==> src/rtl/sprite_pkg.sv <==
// sprite_pkg: shared types and defaults for the sprite scheduler.
// Holds the FSM state encoding and the default coordinate width.
package sprite_pkg;

   localparam int CORDW_DEF = 16;

   typedef enum logic [1:0] {
      IDLE,
      SCAN,
      LAUNCH,
      WAIT
   } state_t;

endpackage

==> src/rtl/sprite_sched_if.sv <==
// sprite_sched_if: slot-table config bus and sprite-engine handshake.
// Host masters the config bus; the scheduler masters the engine bus.
interface sprite_cfg_if
   import sprite_pkg::*;
#(
   parameter int SLOTS = 8,
   parameter int CORDW = CORDW_DEF
);
   logic                       cfg_we;
   logic [$clog2(SLOTS)-1:0]   cfg_slot;
   logic signed [CORDW-1:0]    cfg_x;
   logic signed [CORDW-1:0]    cfg_y;
   logic                       cfg_en;

   modport master (
      output cfg_we, cfg_slot, cfg_x, cfg_y, cfg_en
   );
   modport slave (
      input  cfg_we, cfg_slot, cfg_x, cfg_y, cfg_en
   );
endinterface

interface sprite_eng_if
   import sprite_pkg::*;
#(
   parameter int SLOTS = 8,
   parameter int CORDW = CORDW_DEF
);
   logic                       eng_start;
   logic [$clog2(SLOTS)-1:0]   eng_slot;
   logic [CORDW-1:0]           eng_x;
   logic                       eng_done;

   modport master (
      output eng_start, eng_slot, eng_x,
      input  eng_done
   );
   modport slave (
      input  eng_start, eng_slot, eng_x,
      output eng_done
   );
endinterface

==> src/rtl/sprite_slot_table.sv <==
// sprite_slot_table: per-slot enable/x/y storage.
// One synchronous write port, one combinational read port.
module sprite_slot_table
   import sprite_pkg::*;
#(
   parameter int SLOTS = 8,
   parameter int CORDW = CORDW_DEF
) (
   input  logic                       i_clk_25,
   input  logic                       i_rst_n,
   input  logic                       i_we,
   input  logic [$clog2(SLOTS)-1:0]   i_wslot,
   input  logic signed [CORDW-1:0]    i_wx,
   input  logic signed [CORDW-1:0]    i_wy,
   input  logic                       i_wen,
   input  logic [$clog2(SLOTS)-1:0]   i_rslot,
   output logic                       o_ren,
   output logic signed [CORDW-1:0]    o_rx,
   output logic signed [CORDW-1:0]    o_ry
);

   logic                    r_en [SLOTS];
   logic signed [CORDW-1:0] r_x  [SLOTS];
   logic signed [CORDW-1:0] r_y  [SLOTS];

   // table write; readers in the same cycle still see the old entry
   always_ff @(posedge i_clk_25 or negedge i_rst_n) begin
      if (!i_rst_n) begin
         for (int i = 0; i < SLOTS; i++) begin
            r_en[i] <= 1'b0;
            r_x[i]  <= '0;
            r_y[i]  <= '0;
         end
      end else if (i_we) begin
         r_en[i_wslot] <= i_wen;
         r_x[i_wslot]  <= i_wx;
         r_y[i_wslot]  <= i_wy;
      end
   end

   assign o_ren = r_en[i_rslot];
   assign o_rx  = r_x[i_rslot];
   assign o_ry  = r_y[i_rslot];

endmodule

==> src/rtl/sprite_sched.sv <==
// sprite_sched: per-scanline sprite scheduler for one shared engine.
// Define SPRITE_SCHED_ROTATE_EN to rotate the start slot after overflow.
module sprite_sched
   import sprite_pkg::*;
#(
   parameter int SLOTS        = 8,
   parameter int MAX_PER_LINE = 4,
   parameter int SPR_H        = 32,
   parameter int CORDW        = CORDW_DEF
) (
   input  logic                                i_clk_25,
   input  logic                                i_rst_n,
   input  logic                                line,
   input  logic signed [CORDW-1:0]             sy,
   sprite_cfg_if.slave                         cfg,
   sprite_eng_if.master                        eng,
   output logic                                overflow,
   output logic [$clog2(MAX_PER_LINE+1)-1:0]   launched
);

   localparam int SW = $clog2(SLOTS);
   localparam int LW = $clog2(MAX_PER_LINE+1);

   state_t                  r_state, w_state_nx;
   logic [SW-1:0]           r_idx, w_idx_nx;
   logic [SW-1:0]           r_cnt, w_cnt_nx;
   logic signed [CORDW-1:0] r_sy, w_sy_nx;
   logic [LW-1:0]           r_launched, w_launched_nx;
   logic                    r_ovf, w_ovf_nx;
   logic                    w_launch;
   logic [SW-1:0]           w_line_start;

   logic                    r_eng_start;
   logic [SW-1:0]           r_eng_slot;
   logic [CORDW-1:0]        r_eng_x;
   logic signed [CORDW-1:0] r_cand_x;

   logic                    w_ren;
   logic signed [CORDW-1:0] w_rx, w_ry;
   logic signed [CORDW:0]   w_sy_e, w_y_e, w_y_bot;
   logic                    w_hit, w_last;

   function automatic logic [SW-1:0] f_inc(input logic [SW-1:0] v);
      return (v == SW'(SLOTS-1)) ? '0 : v + 1'b1;
   endfunction

   sprite_slot_table #(
      .SLOTS (SLOTS),
      .CORDW (CORDW)
   ) u_tab (
      .i_clk_25 (i_clk_25),
      .i_rst_n  (i_rst_n),
      .i_we     (cfg.cfg_we),
      .i_wslot  (cfg.cfg_slot),
      .i_wx     (cfg.cfg_x),
      .i_wy     (cfg.cfg_y),
      .i_wen    (cfg.cfg_en),
      .i_rslot  (r_idx),
      .o_ren    (w_ren),
      .o_rx     (w_rx),
      .o_ry     (w_ry)
   );

   // one extra bit so y+SPR_H-1 near the top of the range cannot wrap
   assign w_sy_e  = {r_sy[CORDW-1], r_sy};
   assign w_y_e   = {w_ry[CORDW-1], w_ry};
   assign w_y_bot = w_y_e + (CORDW+1)'(SPR_H-1);
   assign w_hit   = w_ren && (w_sy_e >= w_y_e) && (w_sy_e <= w_y_bot);
   assign w_last  = (r_cnt == SW'(SLOTS-1));

`ifdef SPRITE_SCHED_ROTATE_EN
   logic [SW-1:0] r_start;

   // a line that overflowed hands the next line a later start slot
   always_ff @(posedge i_clk_25 or negedge i_rst_n) begin
      if (!i_rst_n)
         r_start <= '0;
      else if (line && r_ovf)
         r_start <= f_inc(r_start);
   end

   assign w_line_start = r_ovf ? f_inc(r_start) : r_start;
`else
   assign w_line_start = '0;
`endif

   // next-state and per-line bookkeeping; a line pulse always restarts
   always_comb begin
      w_state_nx    = r_state;
      w_idx_nx      = r_idx;
      w_cnt_nx      = r_cnt;
      w_sy_nx       = r_sy;
      w_launched_nx = r_launched;
      w_ovf_nx      = r_ovf;
      w_launch      = 1'b0;
      if (line) begin
         w_state_nx    = SCAN;
         w_sy_nx       = sy;
         w_launched_nx = '0;
         w_ovf_nx      = 1'b0;
         w_idx_nx      = w_line_start;
         w_cnt_nx      = '0;
      end else begin
         unique case (r_state)
            IDLE: ;
            SCAN: begin
               if (w_hit && r_launched < LW'(MAX_PER_LINE)) begin
                  w_state_nx = LAUNCH;
               end else begin
                  if (w_hit)
                     w_ovf_nx = 1'b1;
                  if (w_last) begin
                     w_state_nx = IDLE;
                  end else begin
                     w_idx_nx = f_inc(r_idx);
                     w_cnt_nx = r_cnt + 1'b1;
                  end
               end
            end
            LAUNCH: begin
               w_launch      = 1'b1;
               w_launched_nx = r_launched + 1'b1;
               w_state_nx    = WAIT;
            end
            WAIT: begin
               if (eng.eng_done) begin
                  if (w_last) begin
                     w_state_nx = IDLE;
                  end else begin
                     w_state_nx = SCAN;
                     w_idx_nx   = f_inc(r_idx);
                     w_cnt_nx   = r_cnt + 1'b1;
                  end
               end
            end
            default: ;
         endcase
      end
   end

   // state and scan registers
   always_ff @(posedge i_clk_25 or negedge i_rst_n) begin
      if (!i_rst_n) begin
         r_state    <= IDLE;
         r_idx      <= '0;
         r_cnt      <= '0;
         r_sy       <= '0;
         r_launched <= '0;
         r_ovf      <= 1'b0;
      end else begin
         r_state    <= w_state_nx;
         r_idx      <= w_idx_nx;
         r_cnt      <= w_cnt_nx;
         r_sy       <= w_sy_nx;
         r_launched <= w_launched_nx;
         r_ovf      <= w_ovf_nx;
      end
   end

   // engine job: x staged at scan time so later table writes cannot leak in
   always_ff @(posedge i_clk_25 or negedge i_rst_n) begin
      if (!i_rst_n) begin
         r_eng_start <= 1'b0;
         r_eng_slot  <= '0;
         r_eng_x     <= '0;
         r_cand_x    <= '0;
      end else begin
         r_eng_start <= w_launch;
         if (r_state == SCAN)
            r_cand_x <= w_rx;
         if (w_launch) begin
            r_eng_slot <= r_idx;
            r_eng_x    <= r_cand_x;
         end
      end
   end

   assign eng.eng_start = r_eng_start;
   assign eng.eng_slot  = r_eng_slot;
   assign eng.eng_x     = r_eng_x;
   assign overflow      = r_ovf;
   assign launched      = r_launched;

endmodule

==> src/flat_wrapper.sv <==
// flat-port wrapper written by rule: the top's interface ports become plain ports
module sprite_sched_flat import sprite_pkg::*;
#(
   parameter int SLOTS        = 8,
   parameter int MAX_PER_LINE = 4,
   parameter int SPR_H        = 32,
   parameter int CORDW        = CORDW_DEF
)
  (i_clk_25, i_rst_n, line, sy, overflow, launched, cfg_cfg_we, cfg_cfg_slot, cfg_cfg_x, cfg_cfg_y, cfg_cfg_en, eng_eng_start, eng_eng_slot, eng_eng_x, eng_eng_done);
  sprite_cfg_if #(.SLOTS(SLOTS), .CORDW(CORDW)) cfg_i ();
  sprite_eng_if #(.SLOTS(SLOTS), .CORDW(CORDW)) eng_i ();
  input  logic i_clk_25;
  input  logic i_rst_n;
  input  logic line;
  input  logic signed [CORDW-1:0] sy;
  output logic overflow;
  output logic [$clog2(MAX_PER_LINE+1)-1:0] launched;
  input wire logic [$bits(cfg_i.cfg_we)-1:0] cfg_cfg_we;
  input wire logic [$bits(cfg_i.cfg_slot)-1:0] cfg_cfg_slot;
  input wire logic [$bits(cfg_i.cfg_x)-1:0] cfg_cfg_x;
  input wire logic [$bits(cfg_i.cfg_y)-1:0] cfg_cfg_y;
  input wire logic [$bits(cfg_i.cfg_en)-1:0] cfg_cfg_en;
  output wire logic [$bits(eng_i.eng_start)-1:0] eng_eng_start;
  output wire logic [$bits(eng_i.eng_slot)-1:0] eng_eng_slot;
  output wire logic [$bits(eng_i.eng_x)-1:0] eng_eng_x;
  input wire logic [$bits(eng_i.eng_done)-1:0] eng_eng_done;
  assign cfg_i.cfg_we = cfg_cfg_we;
  assign cfg_i.cfg_slot = cfg_cfg_slot;
  assign cfg_i.cfg_x = cfg_cfg_x;
  assign cfg_i.cfg_y = cfg_cfg_y;
  assign cfg_i.cfg_en = cfg_cfg_en;
  assign eng_eng_start = eng_i.eng_start;
  assign eng_eng_slot = eng_i.eng_slot;
  assign eng_eng_x = eng_i.eng_x;
  assign eng_i.eng_done = eng_eng_done;
  sprite_sched #(.SLOTS(SLOTS), .MAX_PER_LINE(MAX_PER_LINE), .SPR_H(SPR_H), .CORDW(CORDW)) u_core (.i_clk_25(i_clk_25), .i_rst_n(i_rst_n), .line(line), .sy(sy), .cfg(cfg_i), .eng(eng_i), .overflow(overflow), .launched(launched));
endmodule
==> config.mk <==
export PLATFORM = sky130hd
export DESIGN_NAME = sprite_sched_flat
export DESIGN_NICKNAME = d
export VERILOG_FILES = /design/src/rtl/sprite_pkg.sv /design/src/rtl/sprite_sched_if.sv /design/src/rtl/sprite_slot_table.sv /design/src/rtl/sprite_sched.sv /design/src/flat_wrapper.sv
export SDC_FILE = /design/constraint.sdc
export NUM_CORES = 1
export LEC_CHECK = 0
export BUFFER_PORTS_ARGS = -buffer_cell sky130_fd_sc_hd__buf_2
export CORE_ASPECT_RATIO = 1.25
export CORE_MARGIN = 3
export CORE_UTILIZATION = 60
export DETAILED_ROUTE_END_ITERATION = 16
export PLACE_DENSITY_LB_ADDON = 0.3
export REMOVE_ABC_BUFFERS = 1
export SLEW_MARGIN = 20
export SYNTH_ARGS = -nofsm -noshare
export SYNTH_HDL_FRONTEND = slang
export SYNTH_SLANG_ARGS = --single-unit
==> constraint.sdc <==
create_clock -name i_clk_25 -period 5.6 [get_ports i_clk_25]
set_input_delay 1.12 -clock i_clk_25 [delete_from_list [all_inputs] [get_ports i_clk_25]]
set_output_delay 1.12 -clock i_clk_25 [all_outputs]
set_load 0.05 [all_outputs]
==> results.yml <==
cts:
  cts.clk_slew.worst_paths_ns: 0.07
  numCtsBuffers: 34
  cts.path.max_buffers: 3
  clock_sinks: 328
  clockRootBuffer: "clkbuf_16"
  post_cts_resized: 0
  post_cts_buffers: 0
  htree_num_levels: 2
  worstSkewPairLatency_ns: 0.51
  cts_hold_buf: 0
  cts_tree: "done"
routing:
  via_count: 8885
  vias_per_cell: 6.11
  drtPass1Iterations: 4
  finalWirelength_um: 31000
  drt-initial-drc-count: 488
  ant_nets: 0
  drc_errors: 0
  wl_per_cell_um: 21.3
timing:
  hold_slack_ns: 0.498
  tightest_slew_ns: 0.759
  fin_crit_ns: 4.77
  slew_viol_final: 0
  fin_skew_ns: 0.0194
  hold_violations: 0
  finalSetupTns_ns: 0
  slew_headroom: 0.494
  fmax_ghz: 0.210
  timing.final.crit_share: 0.852
  rsz0062_at_grt: "no"
  setup_viol: 0
power_and_ir_drop:
  power.internal_w: 0.00559
  peakVddDrop_mv: 0.277
  seqPwrFrac: 0.408
  p_switching_w: 0.00258
  powerDensity_mw_per_mm2: 474
  leakagePower_nw: 7.45
  netSwitchingFraction: 0.316
  power_frac_comb: 0.323
  clockPowerShare: 0.269
placement:
  placedCellCount: 1397
  portBuffers: 80
  gp_congestion: 0.843
  dp_hpwl_um: 18500
grt:
  grt-ovfl-total: 0
  grt_pass1_wl_um: 50700
  grt_max_degree: 144
  grt_pass1_vias: 9537
  grt_usage: 0.233
  antenna_found_initial: 4
layout:
  final_util: 0.695
  layout.nets: 1203
  mostFrequentLayoutCell: "dfrtp_1"
  fin_cells: 1455
  multi_input_area_mm2: 0.00688
  syn2layout_area_growth_pct: 12.2
  seq_area_mm2: 0.00822
  final_cell_mix: "dfrtp_1, mux2_2, buf_2"
  nFillCells: 1668
  diodes: 0
  drive_above_1_share: 0.465
critical_path:
  r2r-start: "u_core.r_idx[0]"
  timing.rr.end: "u_core.r_idx[0]"
  crit_start: "u_core.r_idx[0]"
  critPathLaunchType: "flip-flop"
  critical_path_arrival_ns: 5.17
  crit_type: "reg2reg"
  crit_required_ns: 6.00
  crit_fanout: 31
  rrSetupSlack_ns: 0.83
  cp-end-kind: "flip-flop"
  crit_end: "u_core.r_idx[0]"
  ff2ff_path_depth: 13
floorplan:
  fp.dieW_um: 149
  fp.coreArea_mm2: 0.0248
  start_util: 0.619
  boundaryPins: 81
  dieHeight_um: 185
  placementRows: 64
  fp.dieArea_mm2: 0.0276
yosys:
  synth_cell_type_count: 49
  yosysWarningCount: 0
  synth_cells: 1027
  avgSynthCellArea_um2: 15.0
  synth_flop_cell: "dfrtp_1"
  synth_area_leaders: "dfrtp_1, mux2_2, mux4_2"
  yosysTopAreaCell: "dfrtp_1"
  synth.top_cell.area_share: 0.534
  async_flop_share: 1.00
  synth.cell_area_mm2: 0.0154
  ys_ff_latch: 328
  seq_area_frac_synth: 0.534
  synth-edff-count: 0
hold_path:
  hold_path.class: "in2async"
status:
  status: "completed"
flow_run:
  cap_violations: 0
## cells in the mapped netlist, drive strengths merged, types with 8 or more instances
cell and n:
mux2i 42, dfrtp 328, inv 9, clkbuf 39, mux2 302, nand2 30
xnor2 13, mux4 65, ha 42, a21oi 28, nor3 8, buf 20
nor2 31
## worst min path at each step
stage | start | endpoint | slack (ns) | depth (start not counted)
6_report | i_rst_n | u_core.u_tab.r_y[82] | 0.50 | 1
5_1_grt | u_core.u_tab.r_x[29] | u_core.u_tab.r_x[29] | 0.51 | 1
4_1_cts | u_core.u_tab.r_x[24] | u_core.u_tab.r_x[24] | 0.50 | 1
3_5_place_dp | u_core.u_tab.r_en[7] | u_core.u_tab.r_en[7] | 0.49 | 1
3_3_place_gp | u_core.u_tab.r_en[0] | u_core.u_tab.r_en[0] | 0.48 | 1
2_1_floorplan | u_core.u_tab.r_en[2] | u_core.u_tab.r_en[2] | 0.47 | 1
## layout make-up
class / count / share of cell area
timing repair buffer: 100 / 0.0358
tap: 330 / 0.0239
sequential: 328 / 0.476
clock inverter: 8 / 0.00435
clock buffer: 49 / 0.0585
multi-input combinational: 630 / 0.399
inverter: 10 / 0.00218
## per-layer routing
metal,track usage,share of wire,up-vias
met2,0.400,0.51,174
li1,-,-,3975
met5,0,0.0013,-
met3,0.0441,0.055,48
met1,0.315,0.42,4680
met4,0.0531,0.016,8
## through the flow
stage	total power (W)	area [um^2]	worst slack, ns
2_1_floorplan	0.00535	15100	-0.514
3_3_place_gp	0.00592	16100	1.01
4_1_cts	0.00825	17200	0.804
3_5_place_dp	0.00603	16100	0.804
5_1_grt	0.00866	17200	0.381
6_report	0.00818	17200	0.831
## power by group through the flow
stage,Combinational (W),Sequential (W),Clock [W]
6_report,0.00264,0.00334,0.00220
5_1_grt,0.00291,0.00341,0.00235
4_1_cts,0.00267,0.00334,0.00224
3_5_place_dp,0.00266,0.00337,0
3_3_place_gp,0.00258,0.00334,0
2_1_floorplan,0.00181,0.00354,0
## registers in the layout (all words and copies together) (netlist names)
name and cells:
u_core.launched 3, u_core.r_cand_x 16, u_core.overflow 1, u_core.eng.eng_slot 3, u_core.r_cnt 3, u_core.r_idx 3, u_core.eng.eng_x 16, u_core.r_state 2
u_core.r_sy 16, u_core.u_tab.r_x 128, u_core.eng.eng_start 1, u_core.u_tab.r_y 128, u_core.u_tab.r_en 8
## kinds of logic after synthesis
group / share of synthesized area
and+or+nand+nor: 0.0321
adders and majority gates: 0.0342
AOI/OAI and AO/OA: 0.0256
xor gates and xnor gates: 0.00912
buffers and inverters: 0.0199
DFF: 0.534
muxes: 0.345
## critical path: stages, from the launching register on
cell,delay [ns]
dfrtp_4,0.81
mux4_2,0.59
mux2_2,0.31
nor2_1,0.25
a21oi_1,0.23
xor2_1,0.19
ha_1,0.33
nand4_1,0.16
inv_1,0.05
a2111oi_0,0.47
o221ai_1,0.27
a21oi_2,0.20
a311o_1,0.43
mux2_4,0.34
(Power assumes the default switching activity.)
